<file path="src/rtl/mux_arb_16_41.sv">
// Four-channel round-robin collector onto one registered output (return path of a 1:4 demux tree).
// Ports:
//   clk, rst       - clock; synchronous active-high reset
//   a, b, c, d     - channel 0..3 data
//   in_valid[3:0]  - per-channel valid (bit i = channel i)
//   in_ready[3:0]  - per-channel ready, combinational, at most one bit high
//   out_data       - registered output word
//   out_sel        - source index of out_data (0=a .. 3=d, same encoding as the demux select)
//   out_valid      - output register holds a word
//   out_ready      - sink accepts the word
//   xfer_cnt       - count of words accepted from the inputs, wraps
module mux_arb_16_41 #(
  parameter int unsigned W     = 16,
  parameter int unsigned CNT_W = 16
) (
  input  logic             clk,
  input  logic             rst,
  input  logic [W-1:0]     a,
  input  logic [W-1:0]     b,
  input  logic [W-1:0]     c,
  input  logic [W-1:0]     d,
  input  logic [3:0]       in_valid,
  output logic [3:0]       in_ready,
  output logic [W-1:0]     out_data,
  output logic [1:0]       out_sel,
  output logic             out_valid,
  input  logic             out_ready,
  output logic [CNT_W-1:0] xfer_cnt
);

  localparam int unsigned N_CH = 4;

  logic [1:0]   ptr;
  logic [1:0]   grant;
  logic         grant_vld;
  logic         can_load;
  logic         xfer;
  logic [W-1:0] grant_data;

  // Round-robin scan starting at ptr; first valid channel wins.
  always_comb begin
    grant     = '0;
    grant_vld = 1'b0;
    for (int k = 0; k < int'(N_CH); k++) begin
      if (!grant_vld && in_valid[ptr + 2'(k)]) begin
        grant     = ptr + 2'(k);
        grant_vld = 1'b1;
      end
    end
  end

  // Output register can take a new word when empty or draining this cycle.
  always_comb begin
    can_load = !out_valid || out_ready;
    xfer     = grant_vld && can_load && !rst;
    in_ready = '0;
    if (xfer) in_ready[grant] = 1'b1;
  end

  // Data mux for the granted channel.
  always_comb begin
    grant_data = a;
    case (grant)
      2'd0:    grant_data = a;
      2'd1:    grant_data = b;
      2'd2:    grant_data = c;
      default: grant_data = d;
    endcase
  end

  // Output register, priority pointer and transfer counter.
  always_ff @(posedge clk) begin
    if (rst) begin
      out_valid <= 1'b0;
      out_data  <= '0;
      out_sel   <= '0;
      xfer_cnt  <= '0;
      ptr       <= '0;
    end else if (xfer) begin
      out_valid <= 1'b1;
      out_data  <= grant_data;
      out_sel   <= grant;
      ptr       <= grant + 2'd1;
      xfer_cnt  <= xfer_cnt + CNT_W'(1);
    end else if (out_ready) begin
      // Sink drained the word with nothing to replace it; data/sel keep last value.
      out_valid <= 1'b0;
    end
  end

endmodule

</file>
<file path="config.mk">
export PLATFORM = sky130hd
export DESIGN_NAME = mux_arb_16_41
export DESIGN_NICKNAME = d
export VERILOG_FILES = /design/src/rtl/mux_arb_16_41.sv
export SDC_FILE = /design/constraint.sdc
export NUM_CORES = 1
export LEC_CHECK = 0
export CAP_MARGIN = 25
export CORE_ASPECT_RATIO = 1.75
export CORE_MARGIN = 10
export CORE_UTILIZATION = 38
export CTS_CLUSTER_SIZE = 16
export DETAILED_ROUTE_END_ITERATION = 8
export PLACE_DENSITY = 0.76
export SETUP_SLACK_MARGIN = 0.1
export SYNTH_ARGS = -nofsm -noshare
export SYNTH_HDL_FRONTEND = slang
export SYNTH_SLANG_ARGS = --single-unit
</file>
<file path="constraint.sdc">
create_clock -name clk -period 4.3 [get_ports clk]
set_input_delay 1.29 -clock clk [delete_from_list [all_inputs] [get_ports clk]]
set_output_delay 1.29 -clock clk [all_outputs]
set_load 0.02 [all_outputs]
</file>
==> impl_metrics.csv, run 1 <==
group,metric,value,unit
run_status,status,"complete, no violations",
yosys,synth-adder-area-share,0.03851,
timing,max_freq,0.2416,GHz
clock_tree,htreeDepth,2,
routing,via_count,2289,
yosys,avgSynthCellArea,8.156,µm²
setup_path,crit_type,"primary input to output pin",
timing,finalSetupViolations,0,
pwr,ir_worst_vdd,0.2433,mV
timing,rsz0062_at_grt,"true",
layout,fin_area,3211,µm²
layout,multi_input_comb_area,1119,µm²
setup_path,arrival,2.85,ns
setup_path,crit_family,"buffers and inverters",
placed_design,io_buffers,109,
clock_tree,path_clk_slew,0.07,ns
clock_tree,numCtsBuffers,5,
floorplanning,die_area,8508,µm²
clock_tree,clk_latency,0.29,ns
layout,layout_commonest_cell,"clkdlybuf4s50_1",
timing,worst_slew_margin_rel,0.5729,
yosys,synth-simple-area-share,0.2118,
grt,antenna_found_initial,0,
timing,worst_pin_slew,0.6387,ns
yosys,synth_top_family_by_area,"compound AO/OA/AOI/OAI gates",
setup_path,critPathCapture,"in_ready[3]",
yosys,synth.distinct_cells,35,
yosys,async_reset_ff_frac,0,
clock_tree,cts_tree,"yes",
setup_path,path_max_fanout,5,
yosys,synthCells,239,
floorplanning,io_pins,110,
yosys,synth_enable_flop_cells,0,
routing,wirelength,6990,µm
setup_path,cp.depth,7,
layout,area_growth,64.70,%
clock_tree,cts_root_buffer,"clkbuf_8",
routing,first_iter_violations,120,
setup_path,critPathLaunch,"in_valid[2]",
placed_design,pre_cts_ws,-0.4418,ns
setup_path,r2r-start,"ptr[1]$_SDFFE_PP0P_",
setup_path,critPathSlowestCell,"nor4_2",
setup_path,cp-end-kind,"output pin",
yosys,synth_compound_area_frac,0.2933,
placed_design,place_area,3134,µm²
grt,grt_pass1_vias,2379,
setup_path,cp.required,3.01,ns
grt,grt_max_degree,34,
setup_path,reg2regPathDepth,11,
yosys,synth_xor_area_frac,0.01348,
setup_path,regToRegSetupSlack,1.91,ns
floorplanning,core,4977,µm²
routing,drt-vias-per-instance,5.680,
routing,drtAntennaViolNets,0,
clock_tree,holdBufCountCts,0,
timing,slew_viol_final,0,
grt,grt_pass1_wl,11090,µm
yosys,netlist_area,1949,µm²
pwr,p_per_area,318.0,nW/µm²
routing,drt_first_pass_iters,5,
yosys,synth_mux_area_frac,0.005135,
grt,grt_use_total,0.1624,
setup_path,critPathLaunchType,"primary input",
setup_path,crit_chain,"dlygate4sd2_1 > nor4_2 > nor4_2 > buf_4 > ha_1 > and2_1 > dlygate4sd2_1",
grt,grt_overflow_total,0,
pwr,p_leak,0.001175,µW
floorplanning,initial_core_util,0.3917,
timing,finalHoldViolCount,0,
layout,finalCoreUtilization,0.6450,
placed_design,dp_hpwl,5615,µm
timing,period_share,0.9626,
yosys,synth-main-ff-cell,"dfxtp_1",
setup_path,worst_path_largest_cell_delay,0.40,ns
timing,fin_crit,4.139,ns
routing,drc_errors,0,
floorplanning,die_height,114.8,µm
layout,nFillCells,478,
timing,fin_ws,0.1609,ns
floorplanning,placementRows,34,
timing,finalClockSkew,0.005043,ns
layout,seq_area,740.7,µm²
layout,layout-drive-gt1-share,0.08596,
worst_hold_path,hp-class,"flop to flop",
yosys,yosysWarnings,0,
setup_path,path_buf_inv,3,
yosys,syn_nets,316,
layout,layout_common_cells,"clkdlybuf4s50_1, nand2_1, dfxtp_1",
yosys,ys_seq_elements,37,
routing,wire_per_inst,17.34,µm
run,maxCapViolations,0,
placed_design,gp_congestion,0.8180,
pwr,power,1021,µW
clock_tree,clk_path_buf_depth,2,
yosys,ys_seq_area_frac,0.3800,
setup_path,r2r_end,"out_data[2]$_SDFFE_PP0P_",
layout,antennaDiodeCount,0,
clock_tree,clock_sinks,37,
floorplanning,die_w,74.14,µm
layout,finalNetCount,425,
layout make-up:
cell class | count | share of cell area
inverter | 8 | 0.009353
sequential | 37 | 0.2307
clock buffer | 6 | 0.02260
tap | 54 | 0.02104
multi-input combinational | 174 | 0.3484
clock inverter | 2 | 0.003118
timing repair buffer | 122 | 0.3648
per-layer routing:
metal / vias to the layer above / routed length [µm] / GRT usage
li1: 1133 / - / -
met3: 8 / 622 / 0.05953
met4: 0 / 121 / 0.05493
met1: 1064 / 2476 / 0.1614
met2: 84 / 3769 / 0.2957
met5: - / 0 / 0
per-stage QoR:
step	cells	hold WS [ns]	setup TNS, ns
2_1_floorplan	239	0.4902	0
3_3_place_gp	395	0.4401	-1.530
3_5_place_dp	395	0.4485	-1.628
4_1_cts	403	0.4588	0
5_1_grt	403	0.4783	0
6_report	403	0.4548	0
report_power, final:
| part | leakage, µW | switching [µW] | internal (µW) |
|---|---|---|---|
| Clock | 0.0000450 | 121 | 112 |
| Combinational | 0.000829 | 196 | 198 |
| Sequential | 0.000302 | 21.6 | 373 |
| Total | 0.00118 | 338 | 683 |
cell usage after synthesis, types with 4 or more instances:
cell | n | area share
o31ai_1 | 4 | 0.015
dfxtp_1 | 37 | 0.38
o211ai_1 | 16 | 0.062
and2_1 | 4 | 0.013
ha_1 | 6 | 0.039
inv_1 | 7 | 0.013
a21oi_1 | 29 | 0.074
nand4_1 | 4 | 0.013
a222oi_1 | 16 | 0.082
nor2_1 | 5 | 0.0096
nand3_1 | 8 | 0.021
o21ai_0 | 5 | 0.013
clkbuf_1 | 19 | 0.037
o41ai_1 | 4 | 0.018
or3_1 | 4 | 0.013
or4_1 | 6 | 0.023
nand2_1 | 41 | 0.079
how the worst min path moves through the flow:
| stage | from | to | slack, ns | cells after the start |
|---|---|---|---|---|
| global placement | out_data[0]$_SDFFE_PP0P_ | out_data[0]$_SDFFE_PP0P_ | 0.44 | 2 |
| detailed placement | out_data[5]$_SDFFE_PP0P_ | out_data[5]$_SDFFE_PP0P_ | 0.45 | 2 |
| finish | out_data[5]$_SDFFE_PP0P_ | out_data[5]$_SDFFE_PP0P_ | 0.45 | 2 |
| CTS | out_data[10]$_SDFFE_PP0P_ | out_data[10]$_SDFFE_PP0P_ | 0.46 | 2 |
| floorplan | ptr[0]$_SDFFE_PP0P_ | ptr[0]$_SDFFE_PP0P_ | 0.49 | 2 |
| global route | out_data[10]$_SDFFE_PP0P_ | out_data[10]$_SDFFE_PP0P_ | 0.48 | 2 |
state kept, by name, summed over array words and instances, names as in the netlist:
| register | count |
|---|---|
| out_data | 16 |
| xfer_cnt | 16 |
| out_sel | 2 |
| ptr | 2 |
| out_valid | 1 |
worst min-delay path, delay by kind of cell, from the launching register on:
| family | cells | cell delay [ns] |
|---|---|---|
| AO/OA/AOI/OAI | 1 | 0.05 |
| flip-flops | 1 | 0.31 |
| AND/OR/NAND/NOR | 1 | 0.05 |
what timing repair did:
item / 4_1_cts / 5_1_grt
resized for setup: 15 / 6
setup endpoints to repair: 4 / 4
pin swaps: 1 / 0
hold endpoints to repair: 0 / 0
setup buffers: 0 / 0
cells by family after synthesis:
family | Yosys count
buffers and inverters | 28
adders and majority gates | 6
DFF | 37
and+or+nand+nor | 83
AOI/OAI and AO/OA | 81
muxes | 1
xor gates and xnor gates | 3
Note: power is estimated with default switching activity, not from simulation.
==> inputs of run 2 (changes only) <==
--- a/config.mk
+++ b/config.mk
@@ -11,6 +11,7 @@
 export CORE_UTILIZATION = 38
 export CTS_CLUSTER_SIZE = 16
 export DETAILED_ROUTE_END_ITERATION = 8
+export MAX_ROUTING_LAYER = met4
 export PLACE_DENSITY = 0.76
 export SETUP_SLACK_MARGIN = 0.1
 export SYNTH_ARGS = -nofsm -noshare
==> impl_metrics.csv, run 2 (synthesized netlist as in run 1, its figures left out) <==
group,metric,value,unit
pwr,p_per_area,318.1,nW/µm²
placed_design,place_area,3134,µm²
routing,drt_first_pass_iters,6,
clock_tree,numCtsBuffers,5,
setup_path,regToRegSetupSlack,1.92,ns
setup_path,cp.required,3.01,ns
layout,nFillCells,478,
worst_hold_path,min_to,"out_data[5]$_SDFFE_PP0P_",
timing,worst_slew_margin_rel,0.5711,
floorplanning,die_area,8508,µm²
setup_path,arrival,2.85,ns
floorplanning,die_w,74.14,µm
timing,finalHoldViolCount,0,
pwr,ir_worst_vdd,0.2451,mV
run_status,status,"complete, no violations",
run,maxCapViolations,0,
layout,area_growth,64.70,%
setup_path,r2r_end,"out_data[2]$_SDFFE_PP0P_",
worst_hold_path,hp-class,"flop to flop",
clock_tree,clk_path_buf_depth,2,
floorplanning,io_pins,110,
pwr,p_leak,0.001175,µW
clock_tree,clock_sinks,37,
routing,wire_per_inst,17.33,µm
timing,hold_slack,0.4543,ns
routing,drtAntennaViolNets,0,
setup_path,cp-end-kind,"output pin",
timing,finalClockSkew,0.004880,ns
clock_tree,cts_tree,"yes",
grt,grt_pass1_vias,2373,
routing,via_count,2287,
setup_path,r2r-start,"ptr[1]$_SDFFE_PP0P_",
layout,finalCoreUtilization,0.6450,
grt,grt_overflow_total,0,
timing,max_freq,0.2413,GHz
floorplanning,core,4977,µm²
grt,antenna_found_initial,0,
layout,seq_area,740.7,µm²
clock_tree,htreeDepth,2,
routing,drt-vias-per-instance,5.675,
layout,layout_commonest_cell,"clkdlybuf4s50_1",
clock_tree,path_clk_slew,0.07,ns
clock_tree,clk_latency,0.29,ns
timing,slew_viol_final,0,
layout,finalNetCount,425,
placed_design,gp_congestion,0.8302,
grt,grt_max_degree,34,
worst_hold_path,hold_start,"out_data[5]$_SDFFE_PP0P_",
placed_design,io_buffers,109,
layout,fin_area,3211,µm²
floorplanning,initial_core_util,0.3917,
timing,tns,0,ns
clock_tree,postCtsSetupBuffers,0,
setup_path,crit_type,"primary input to output pin",
layout,multi_input_comb_area,1119,µm²
setup_path,critPathLaunchType,"primary input",
timing,finalSetupViolations,0,
layout,layout_common_cells,"clkdlybuf4s50_1, nand2_1, dfxtp_1",
layout,layout-drive-gt1-share,0.08596,
grt,grt_pass1_wl,11070,µm
worst_hold_path,hold_depth,2,
floorplanning,placementRows,34,
routing,drc_errors,0,
setup_path,reg2regPathDepth,11,
timing,rsz0062_at_grt,"true",
timing,period_share,0.9636,
timing,fin_crit,4.143,ns
grt,grt_use_total,0.1670,
setup_path,path_max_fanout,5,
floorplanning,die_height,114.8,µm
layout,antennaDiodeCount,0,
routing,first_iter_violations,131,
clock_tree,cts_root_buffer,"clkbuf_8",
routing,wirelength,6985,µm
layout,top_regs,"out_data: 16 flops, xfer_cnt: 16 flops",
timing,worst_pin_slew,0.6414,ns
placed_design,dp_hpwl,5615,µm
==> run 2: cell counts in the layout (fill, tap and decap cells not counted) <==
No cell type changed its count.
==> run 2: cell type report <==
class	instances	area share
repair buffers	122	0.3648
multi-input cells	174	0.3484
flip-flops and latches	37	0.2307
clock buffers	6	0.02260
well taps	54	0.02104
inverters	8	0.009353
clock inverters	2	0.003118
==> run 2: worst max-delay path, stage by stage <==
cell and delay (ns):
dlygate4sd2_1 0.29, nor4_2 0.40, nor4_2 0.10, buf_4 0.16, ha_1 0.16, and2_1 0.14, dlygate4sd2_1 0.32
==> run 2: where the power goes <==
group / leakage (µW) / switching (µW) / internal, µW
clock network: 0.0000450 / 122 / 112
registers: 0.000302 / 21.5 / 373
logic: 0.000829 / 195 / 198
==> run 2: per-layer routing <==
metal | routed length, µm | GRT usage | vias up
li1 | - | - | 1131
met1 | 2637 | 0.1721 | 1064
met2 | 3741 | 0.2945 | 82
met3 | 462 | 0.04314 | 10
met4 | 143 | 0.05493 | 0
met5 | 0 | - | -
==> run 2: worst max-delay path by stage <==
stage | end | startpoint | slack [ns]
after global placement | in_ready[1] | in_valid[1] | -0.41
after detailed placement | in_ready[1] | in_valid[1] | -0.44
after CTS | in_ready[0] | in_valid[0] | 0.11
final | in_ready[3] | in_valid[2] | 0.16
after global routing | in_ready[3] | in_valid[2] | 0.10
after floorplan | in_ready[1] | in_valid[1] | 0.11
==> run 2: stage by stage <==
stage	std cells	worst slack (ns)	power (µW)
finish	403	0.1566	1021
global route	403	0.1004	1083
CTS	403	0.1124	1032
detailed placement	395	-0.4418	801.8
global placement	395	-0.4061	795.7
floorplan	239	0.1140	608.4
==> run 2: timing repair <==
action | CTS | global route
gates resized for setup | 15 | 6
setup endpoints to repair | 4 | 4
pin swaps | 1 | 0
hold buffers | 0 | 0
